<file path="src/rtl/seg_scan_ctrl_pkg.sv">
// Shared definitions for the multiplexed seven-segment scan controller.
//   scan_state_e : scan FSM states (IDLE, SHOW, BLANK)
//   DARK_CODE    : character code that decodes to all segments dark
//   cnt_w()      : width of a down-counter able to hold max(a, b)
package seg_scan_ctrl_pkg;

    typedef enum logic [1:0] {
        IDLE  = 2'd0,
        SHOW  = 2'd1,
        BLANK = 2'd2
    } scan_state_e;

    localparam logic [2:0] DARK_CODE = 3'd0;

    function automatic int cnt_w(input int a, input int b);
        return $clog2(((a > b) ? a : b) + 1);
    endfunction

endpackage

</file>
<file path="src/rtl/seg_scan_ctrl_if.sv">
// Digit-buffer write bus of seg_scan_ctrl.
//   wr_en   : write strobe
//   wr_addr : digit position to write (out-of-range positions are dropped)
//   wr_data : character code for that position
// master drives the bus, slave (the scan controller) receives it.
interface seg_scan_ctrl_if;

    logic       wr_en;
    logic [2:0] wr_addr;
    logic [2:0] wr_data;

    modport master (output wr_en, wr_addr, wr_data);
    modport slave  (input  wr_en, wr_addr, wr_data);

endinterface

</file>
<file path="src/rtl/seg_scan_ctrl_scan_timer.sv">
// scan_timer: loadable down-counter with terminal-count flag.
// Shared by the SHOW and BLANK intervals of the scan FSM.
//   clk, rst : clock, synchronous active-high reset (count -> 0)
//   load     : load load_val this clock (wins over counting)
//   load_val : value to load; the interval lasts load_val+1 clocks
//   tc       : high while the count is zero; the count holds at zero
module scan_timer #(
    parameter int W = 4
) (
    input  logic         clk,
    input  logic         rst,
    input  logic         load,
    input  logic [W-1:0] load_val,
    output logic         tc
);

    logic [W-1:0] cnt_q, cnt_d;

    always_comb begin
        cnt_d = cnt_q;
        if (load)
            cnt_d = load_val;
        else if (cnt_q != '0)
            cnt_d = cnt_q - 1'b1;
    end

    always_ff @(posedge clk) begin
        if (rst)
            cnt_q <= '0;
        else
            cnt_q <= cnt_d;
    end

    assign tc = (cnt_q == '0);

endmodule

</file>
<file path="src/rtl/seg_scan_ctrl.sv">
// seg_scan_ctrl: time-multiplexed scan controller for N_DIGITS seven-segment
// digits. Holds a per-digit character buffer and cycles SHOW/BLANK per digit;
// the segment decoder is external and registered, so digit_sel lags by one.
// Ports:
//   clk, rst    : clock, synchronous active-high reset
//   enable      : scan enable (level); low forces IDLE with outputs dark
//   scroll_en   : (SEG_SCROLL_EN only) advance the display offset per frame
//   wr          : digit-buffer write bus (seg_scan_ctrl_if.slave)
//   seg_number  : character code for the decoder (0 = dark)
//   digit_sel   : active-low digit enables, at most one low
//   frame_done  : one-clock pulse when the scan wraps back to digit 0
// Build option: define SEG_SCROLL_EN to add the scroll_en port and offset.
module seg_scan_ctrl
    import seg_scan_ctrl_pkg::*;
#(
    parameter int N_DIGITS   = 8,
    parameter int SHOW_CLKS  = 50000,
    parameter int BLANK_CLKS = 16
) (
    input  logic                clk,
    input  logic                rst,
    input  logic                enable,
`ifdef SEG_SCROLL_EN
    input  logic                scroll_en,
`endif
    seg_scan_ctrl_if.slave      wr,
    output logic [2:0]          seg_number,
    output logic [N_DIGITS-1:0] digit_sel,
    output logic                frame_done
);

    localparam int IW = $clog2(N_DIGITS);
    localparam int CW = cnt_w(SHOW_CLKS, BLANK_CLKS);
    localparam logic [CW-1:0] SHOW_LD  = CW'(SHOW_CLKS - 1);
    localparam logic [CW-1:0] BLANK_LD = CW'(BLANK_CLKS - 1);

    scan_state_e                    state_q, state_d;
    logic [IW-1:0]                  idx_q, idx_d;
    logic [N_DIGITS-1:0][2:0]       buf_q, buf_d;
    logic [2:0]                     seg_q, seg_d;
    logic [N_DIGITS-1:0]            digit_sel_q, digit_sel_d;
    logic                           frame_done_q, frame_done_d;
    logic [2:0]                     off_d;
`ifdef SEG_SCROLL_EN
    logic [2:0]                     off_q;
`endif
    logic [IW:0]                    pos;
    logic                           tmr_load, tmr_tc;
    logic [CW-1:0]                  tmr_val;

    scan_timer #(.W(CW)) u_timer (
        .clk      (clk),
        .rst      (rst),
        .load     (tmr_load),
        .load_val (tmr_val),
        .tc       (tmr_tc)
    );

    always_comb begin
        state_d      = state_q;
        idx_d        = idx_q;
        buf_d        = buf_q;
        digit_sel_d  = '1;
        frame_done_d = 1'b0;
        tmr_load     = 1'b0;
        tmr_val      = '0;

        // Buffer writes are independent of the FSM and never stall it.
        if (wr.wr_en && ({1'b0, wr.wr_addr} < 4'(N_DIGITS)))
            buf_d[wr.wr_addr[IW-1:0]] = wr.wr_data;

        if (!enable) begin
            state_d  = IDLE;
            idx_d    = '0;
            tmr_load = 1'b1;
        end else begin
            case (state_q)
                IDLE: begin
                    state_d  = SHOW;
                    idx_d    = '0;
                    tmr_load = 1'b1;
                    tmr_val  = SHOW_LD;
                end
                SHOW: begin
                    // Decoder register adds a clock, so the digit is lit one
                    // clock behind the SHOW state (including its last clock).
                    digit_sel_d[idx_q] = 1'b0;
                    if (tmr_tc) begin
                        state_d  = BLANK;
                        tmr_load = 1'b1;
                        tmr_val  = BLANK_LD;
                    end
                end
                BLANK: begin
                    if (tmr_tc) begin
                        state_d  = SHOW;
                        tmr_load = 1'b1;
                        tmr_val  = SHOW_LD;
                        if (idx_q == IW'(N_DIGITS - 1)) begin
                            idx_d        = '0;
                            frame_done_d = 1'b1;
                        end else begin
                            idx_d = idx_q + 1'b1;
                        end
                    end
                end
                default: state_d = IDLE;
            endcase
        end

`ifdef SEG_SCROLL_EN
        // Offset advances together with the wrap so the new frame already
        // starts at the rotated position.
        off_d = off_q;
        if (frame_done_d && scroll_en)
            off_d = (off_q == 3'(N_DIGITS - 1)) ? 3'd0 : off_q + 3'd1;
`else
        off_d = 3'd0;
`endif

        // Output is computed from next-state so seg_number tracks the state
        // and buffer of the same clock (a write to the shown digit appears
        // on the very next clock).
        pos = (IW+1)'(idx_d) + (IW+1)'(off_d);
        if (pos >= (IW+1)'(N_DIGITS))
            pos = pos - (IW+1)'(N_DIGITS);
        seg_d = (state_d == SHOW) ? buf_d[pos[IW-1:0]] : DARK_CODE;
    end

    always_ff @(posedge clk) begin
        if (rst) begin
            state_q      <= IDLE;
            idx_q        <= '0;
            buf_q        <= '0;
            seg_q        <= DARK_CODE;
            digit_sel_q  <= '1;
            frame_done_q <= 1'b0;
`ifdef SEG_SCROLL_EN
            off_q        <= 3'd0;
`endif
        end else begin
            state_q      <= state_d;
            idx_q        <= idx_d;
            buf_q        <= buf_d;
            seg_q        <= seg_d;
            digit_sel_q  <= digit_sel_d;
            frame_done_q <= frame_done_d;
`ifdef SEG_SCROLL_EN
            off_q        <= off_d;
`endif
        end
    end

    assign seg_number = seg_q;
    assign digit_sel  = digit_sel_q;
    assign frame_done = frame_done_q;

endmodule
</file>
<file path="src/flat_wrapper.sv">
// flat-port wrapper written by rule: the top's interface ports become plain ports
module seg_scan_ctrl_flat import seg_scan_ctrl_pkg::*;
#(
    parameter int N_DIGITS   = 8,
    parameter int SHOW_CLKS  = 50000,
    parameter int BLANK_CLKS = 16
)
  (clk, rst, enable, seg_number, digit_sel, frame_done, wr_wr_en, wr_wr_addr, wr_wr_data);
  seg_scan_ctrl_if wr_i ();
  input  logic clk;
  input  logic rst;
  input  logic enable;
  output logic [2:0] seg_number;
  output logic [N_DIGITS-1:0] digit_sel;
  output logic frame_done;
  input wire logic [$bits(wr_i.wr_en)-1:0] wr_wr_en;
  input wire logic [$bits(wr_i.wr_addr)-1:0] wr_wr_addr;
  input wire logic [$bits(wr_i.wr_data)-1:0] wr_wr_data;
  assign wr_i.wr_en = wr_wr_en;
  assign wr_i.wr_addr = wr_wr_addr;
  assign wr_i.wr_data = wr_wr_data;
  seg_scan_ctrl #(.N_DIGITS(N_DIGITS), .SHOW_CLKS(SHOW_CLKS), .BLANK_CLKS(BLANK_CLKS)) u_core (.clk(clk), .rst(rst), .enable(enable), .wr(wr_i), .seg_number(seg_number), .digit_sel(digit_sel), .frame_done(frame_done));
endmodule
</file>
<file path="config.mk">
export PLATFORM = sky130hd
export DESIGN_NAME = seg_scan_ctrl_flat
export DESIGN_NICKNAME = d
export VERILOG_FILES = /design/src/rtl/seg_scan_ctrl_pkg.sv /design/src/rtl/seg_scan_ctrl_if.sv /design/src/rtl/seg_scan_ctrl_scan_timer.sv /design/src/rtl/seg_scan_ctrl.sv /design/src/flat_wrapper.sv
export SDC_FILE = /design/constraint.sdc
export NUM_CORES = 1
export LEC_CHECK = 0
export CORE_ASPECT_RATIO = 0.8
export CORE_MARGIN = 1.5
export CORE_UTILIZATION = 46
export CTS_BUF_LIST = sky130_fd_sc_hd__clkbuf_16
export CTS_CLUSTER_SIZE = 8
export DETAILED_ROUTE_END_ITERATION = 8
export PLACE_DENSITY = 0.76
export RECOVER_POWER = 100
export SYNTH_ARGS = -nofsm -noshare
export SYNTH_HDL_FRONTEND = slang
export SYNTH_HIERARCHICAL = 1
export SYNTH_SLANG_ARGS = --single-unit
</file>
<file path="constraint.sdc">
create_clock -name clk -period 9.2 [get_ports clk]
set_input_delay 1.38 -clock clk [delete_from_list [all_inputs] [get_ports clk]]
set_output_delay 1.38 -clock clk [all_outputs]
set_load 0.03 [all_outputs]
</file>
# After elaboration in Yosys (flattened, before gate mapping)
# Cells that the tools add are included.
# totals
reg_bits	57
output_inout_bits	12
# classes
add_sub_neg	3
reduce_logical	10
bitwise	6
n_eq_ne	4
magnitude_cmp	6
muxes	27
# ops
cell	count
$mux 16	4
$pmux 16 s3	1
$bwmux 24	1
$mux 24	1
$mux 3	6
$logic_not 16->1	1
$reduce_bool 16->1	1
$sub 16x1->16 const B	1
$lt 3x4->1 const B	3
$bmux 3 s3	1
$demux 3 s3	1
$not 8->8	1
$ge 3x1->1 const B	2
$mux 2	3
$pmux 2 s3	1
$pmux 3 s2	1
$not 1->1	5
$eq 2x1->1 const B	2
$ge 3x4->1 const B	1
$mux 1	4
$mux 4	1
$reduce_or 2->1	2
$reduce_or 4->1	1
$add 3x1->3 const B	1
9 further kinds	10

# Longest topological paths before layout
# depth
depth_word	9
depth_mapped	13
ltp_nobuf	11

# By module
# The synthesis kept the hierarchy.
# modules_own_cells
module	seq_area_each_um2	n_inst	cells_per_inst	area_each_um2
seg_scan_ctrl	820.8	1	247	2109.5
scan_timer	320.3	1	116	964.7

# Worst setup path after synthesis
# Ideal clock, no wire load.
# synth_path
path_type	register to register
startpoint	reg u_core.u_timer.cnt_q[0]
endpoint	reg u_core.u_timer.cnt_q[15]
slack_ns	5.788
synth_period_minus_slack_ns	3.412
path_stages_with_launch	14
arrival_ns	3.352
setup_ns	0.059
path_buffers	2
cell_sequence	dfxtp_1 inv_1 ha_1 or3b_2 or4_4 nor2_1 buf_2 a21oi_1 o21ai_0 nor2b_1 clkbuf_1 a21oi_1 a31oi_1 and3_1
# synth_via
elab_chain_len	5
elab_cells_between_ends	12
# synth_rtl
item	line	rtl
start, declared	seg_scan_ctrl_scan_timer.sv:17	logic [W-1:0] cnt_q, cnt_d;
start signal, assigned	seg_scan_ctrl_scan_timer.sv:31	cnt_q <= cnt_d;
$logic_not 16->1 (*)	seg_scan_ctrl_scan_timer.sv:34	assign tc = (cnt_q == '0);
via u_core.tmr_tc	seg_scan_ctrl.sv:48	logic tmr_load, tmr_tc;
$mux 1 (*)	seg_scan_ctrl.sv:88, seg_scan_ctrl.sv:95	
$pmux 1 s2 (*)	seg_scan_ctrl.sv:77	case (state_q)
$mux 1 (*)	seg_scan_ctrl.sv:72	if (!enable) begin
via u_core.tmr_load	seg_scan_ctrl.sv:48	
$mux 16 / $reduce_bool 2->1 (equally long branches)	n/a	
# Mark *: on every way through the listed nets, which the timed path passes. The rest lies on a longest branch. The select of a mux whose other input is x is not followed.
# A chain may end at the register's enable or synchronous reset.

# Worst setup path in the final report
# layout_path
startpoint	reg u_core.u_timer.cnt_q[0]
endpoint	reg u_core.u_timer.cnt_q[14]
# The elaborated chain is that of the path after synthesis.

==> metrics.txt <==
die area 7190 um2; Fill cells 570; I/O pin cnt 22; register area share after synthesis 0.371; switching part of the total 0.244; largest net degree at the start of global routing 39; insertion delay to the later sink of the worst-skew pair 0.32 ns; max-cap check violation count 1; fin. max-slew vios 39; post-synth cell types 57; skew final 0.00474 ns; Pleak 1.25 nW; Row Count 26; post-CTS setup buffers 0; final net count 405; TritonCTS buffer count 9; area grow syn2layout 16.8%; final total power 0.644 mW; Starting Density 0.480; RSZ-0062 raised after global routing no; Tcrit/Tclk final 0.486; H-Tree Depth 3; vias per inst 5.89; 1st-iter DRT viols 230; clk root buf clkbuf_16; Cells after Synth 363; Routed Antenna Nets 0; # resized after CTS 0; total gr overflow 0; core area 6410 um2; PortBufs 21; nature of the critical path endpoint flop; CP most frequent cell o21ai_0; final hold vios 0; DRC 0; logic gate share of total power 0.112; clock sink count 57; CP cell instances inv_1 -> ha_1 -> or3b_2 -> or4_1 -> nor2_1 -> a21oi_1 -> o21ai_0 -> clkbuf_1 -> nor2b_1 -> nand2_1 -> o21ai_0 -> and4b_1; pwr/cell area 179 nW/um2; mapped cell area 3070 um2; Multi-input gate area 1810 um2; Detail Placement HPWL 4800 um; initial antenna violation count 0; worst-path fanout max 15; Int Power 0.487 mW; fin worst setup slack 4.73 ns; crit-path max cell delay 0.82 ns; Startpoint Class flop; outcome finished, violations left; data arrival time of the critical path 4.72 ns; YS warnings 6; Worst Path Required 9.46 ns; Relative slew margins -0.133; CTS tree yes; Final Critical Period 4.47 ns; wire per inst 15.2 um; Post-synth EDFFs 0; sequential power share 0.409; vias in the first global route 2,503; Hold Crit Class reg2reg; fmax 224 MHz; TritonRoute pass-1 iters 5; via count 2,806; slowest CP cell nor2b_1; TNS Setup 0 ns; CP top delay family simple AND/OR/NAND/NOR gates; top cell type's share of synthesized area 0.371; setup violators final 0; clock network power share 0.479; Max clock buf depth 2; Hold Buf Count CTS 0; total placed cells including tap cells 461; top_reg_cell synth dfxtp_1; final cell count without fillers 476; crit path buf inv count 2; layout cell share with drive strength beyond 1 0.0612; RePlAce Congestion 0.869; syn avg cell area 8.47 um2; CP Class reg2reg; Die H 76.1 um; #FFs+latches synth 57; diode count 0; Global Route Usage Sum 0.215; top post-synthesis cells by area dfxtp_1, mux2i_1, nor2_1; share of flip-flops with an asynchronous set or reset 0; Die W 94.4 um; Post-Route WL 7230 um; register area 1140 um2; IR drop worst, VDD 0.112 mV; largest area contributor in the netlist dfxtp_1; Worst-Margin Slew 1.70 ns; first-pass GRT wire length 12,100 um; Worst-path clk slew 0.05 ns; r2r setup slk 4.73 ns; pre-CTS setup slack 5.17 ns; failing checks max-capacitance violations, max-slew violations; Psw 0.157 mW
==> worst register-to-register path, stage by stage (launching register included) <==
cell and delay, ns:
dfxtp_1 0.32, inv_1 0.08, ha_1 0.19, or3b_2 0.53, or4_1 0.60, nor2_1 0.54
a21oi_1 0.15, o21ai_0 0.16, clkbuf_1 0.48, nor2b_1 0.82, nand2_1 0.20, o21ai_0 0.12
and4b_1 0.22
==> through the flow <==
stage	cell area (um2)	hold slack, ns	util
2_1_floorplan	3100	0.430	-
3_3_place_gp	3350	0.452	0.523
4_1_cts	3620	0.461	0.566
6_report	3590	0.460	0.560
3_5_place_dp	3350	0.454	0.523
5_1_grt	3590	0.489	0.560
==> synth_stat cells, types with 2 or more instances <==
master / count
o31ai_1: 4
nand3b_1: 2
buf_2: 5
buf_6: 2
o21ai_0: 17
and2_1: 3
nor4_4: 2
nor3_2: 2
a221oi_1: 4
nand2_1: 37
mux2i_1: 20
and4b_1: 2
nor2_1: 41
nor4_1: 4
a32oi_1: 2
o311ai_0: 3
nand3_1: 13
nor3_1: 21
a22o_1: 2
a211oi_1: 2
dfxtp_1: 57
o32a_1: 3
clkbuf_1: 10
and3_1: 4
o221ai_1: 2
nor4b_2: 4
or4_4: 2
o21ai_1: 5
ha_1: 7
or4_2: 2
inv_1: 9
xnor2_1: 8
a21oi_1: 17
or3_1: 8
nand4_1: 3
a22oi_1: 4
nand2b_1: 3
nor2b_1: 8
==> power by group through the flow <==
stage          Sequential, mW  Combinational [mW]  Clock [mW]
2_1_floorplan           0.266              0.0565           0
3_3_place_gp            0.267              0.0709           0
3_5_place_dp            0.268              0.0723           0
4_1_cts                 0.263              0.0735       0.313
5_1_grt                 0.264              0.0794       0.325
6_report                0.263              0.0723       0.308
==> per-layer routing <==
metal / vias up / part of all wire / global-route usage
met3: 11 / 0.057 / 0.0459
met5: - / 0 / 0
met2: 97 / 0.45 / 0.314
li1: 1368 / - / -
met4: 0 / 0.016 / 0.0881
met1: 1330 / 0.48 / 0.304
==> final timing paths <==
check	start	endpoint	cells past startpoint
worst min-delay path	u_core/buf_q[15]$_SDFF_PP0_	u_core/buf_q[15]$_SDFF_PP0_	2
worst min register to register	u_core/buf_q[15]$_SDFF_PP0_	u_core/buf_q[15]$_SDFF_PP0_	2
worst max register to register	u_core/u_timer/cnt_q[0]$_SDFFE_PP0P_	u_core/u_timer/cnt_q[14]$_SDFFE_PP0P_	12
worst max-delay path	u_core/u_timer/cnt_q[0]$_SDFFE_PP0P_	u_core/u_timer/cnt_q[14]$_SDFFE_PP0P_	12
==> logic make-up (layout without fill, tap and decap cells) <==
kind of cell | Yosys count | after routing | share of synthesized area
xor gates and xnor gates | 9 | 9 | 0.0256
AOI/OAI and AO/OA | 76 | 76 | 0.169
muxes | 21 | 21 | 0.0724
and+or+nand+nor | 165 | 165 | 0.293
adders and majority gates | 7 | 7 | 0.0285
buffers and inverters | 27 | 48 | 0.0399
other | 1 | 9 | 0.00122
DFF | 57 | 57 | 0.371
==> layout make-up <==
class	count	share of cell area
Multi-Input combinational cell	287	0.505
Clock inverter	6	0.0139
Sequential cell	57	0.318
Inverter	10	0.0105
Clock buffer	9	0.0627
Tap cell	84	0.0293
Timing Repair Buffer	23	0.0606
==> flip-flops by register name, indices dropped and copies added, names as in the netlist <==
register and flops:
u_core/idx_q 3, u_core/digit_sel 8, u_core/state_q 2, u_core/frame_done 1
u_core/seg_number 3, u_core/buf_q 24, u_core/u_timer/cnt_q 16
==> cells in the final DEF (no fill, tap or decap), types with 3 or more instances in the layout <==
cell type        Yosys  layout
a21oi_1             17      17
a221oi_1             4       4
a22oi_1              4       4
and2_1               3       3
and3_1               4       4
clkbuf_16            0       9
clkdlybuf4s50_1      0       7
clkinv_1             0       4
conb_1               1       9
dfxtp_1             57      57
dlygate4sd3_1        0      14
ha_1                 7       7
inv_1                9      10
mux2i_1             20      20
nand2_1             37      37
nand2b_1             3       3
nand3_1             13      13
nand4_1              3       3
nor2_1              41      41
nor2b_1              8       8
nor3_1              21      22
nor4_1               4       4
nor4b_2              4       3
o21ai_0             17      20
o21ai_1              5       3
o311ai_0             3       3
o31ai_1              4       4
o32a_1               3       3
or3_1                8       8
xnor2_1              8       8
(Power assumes the default switching activity.)
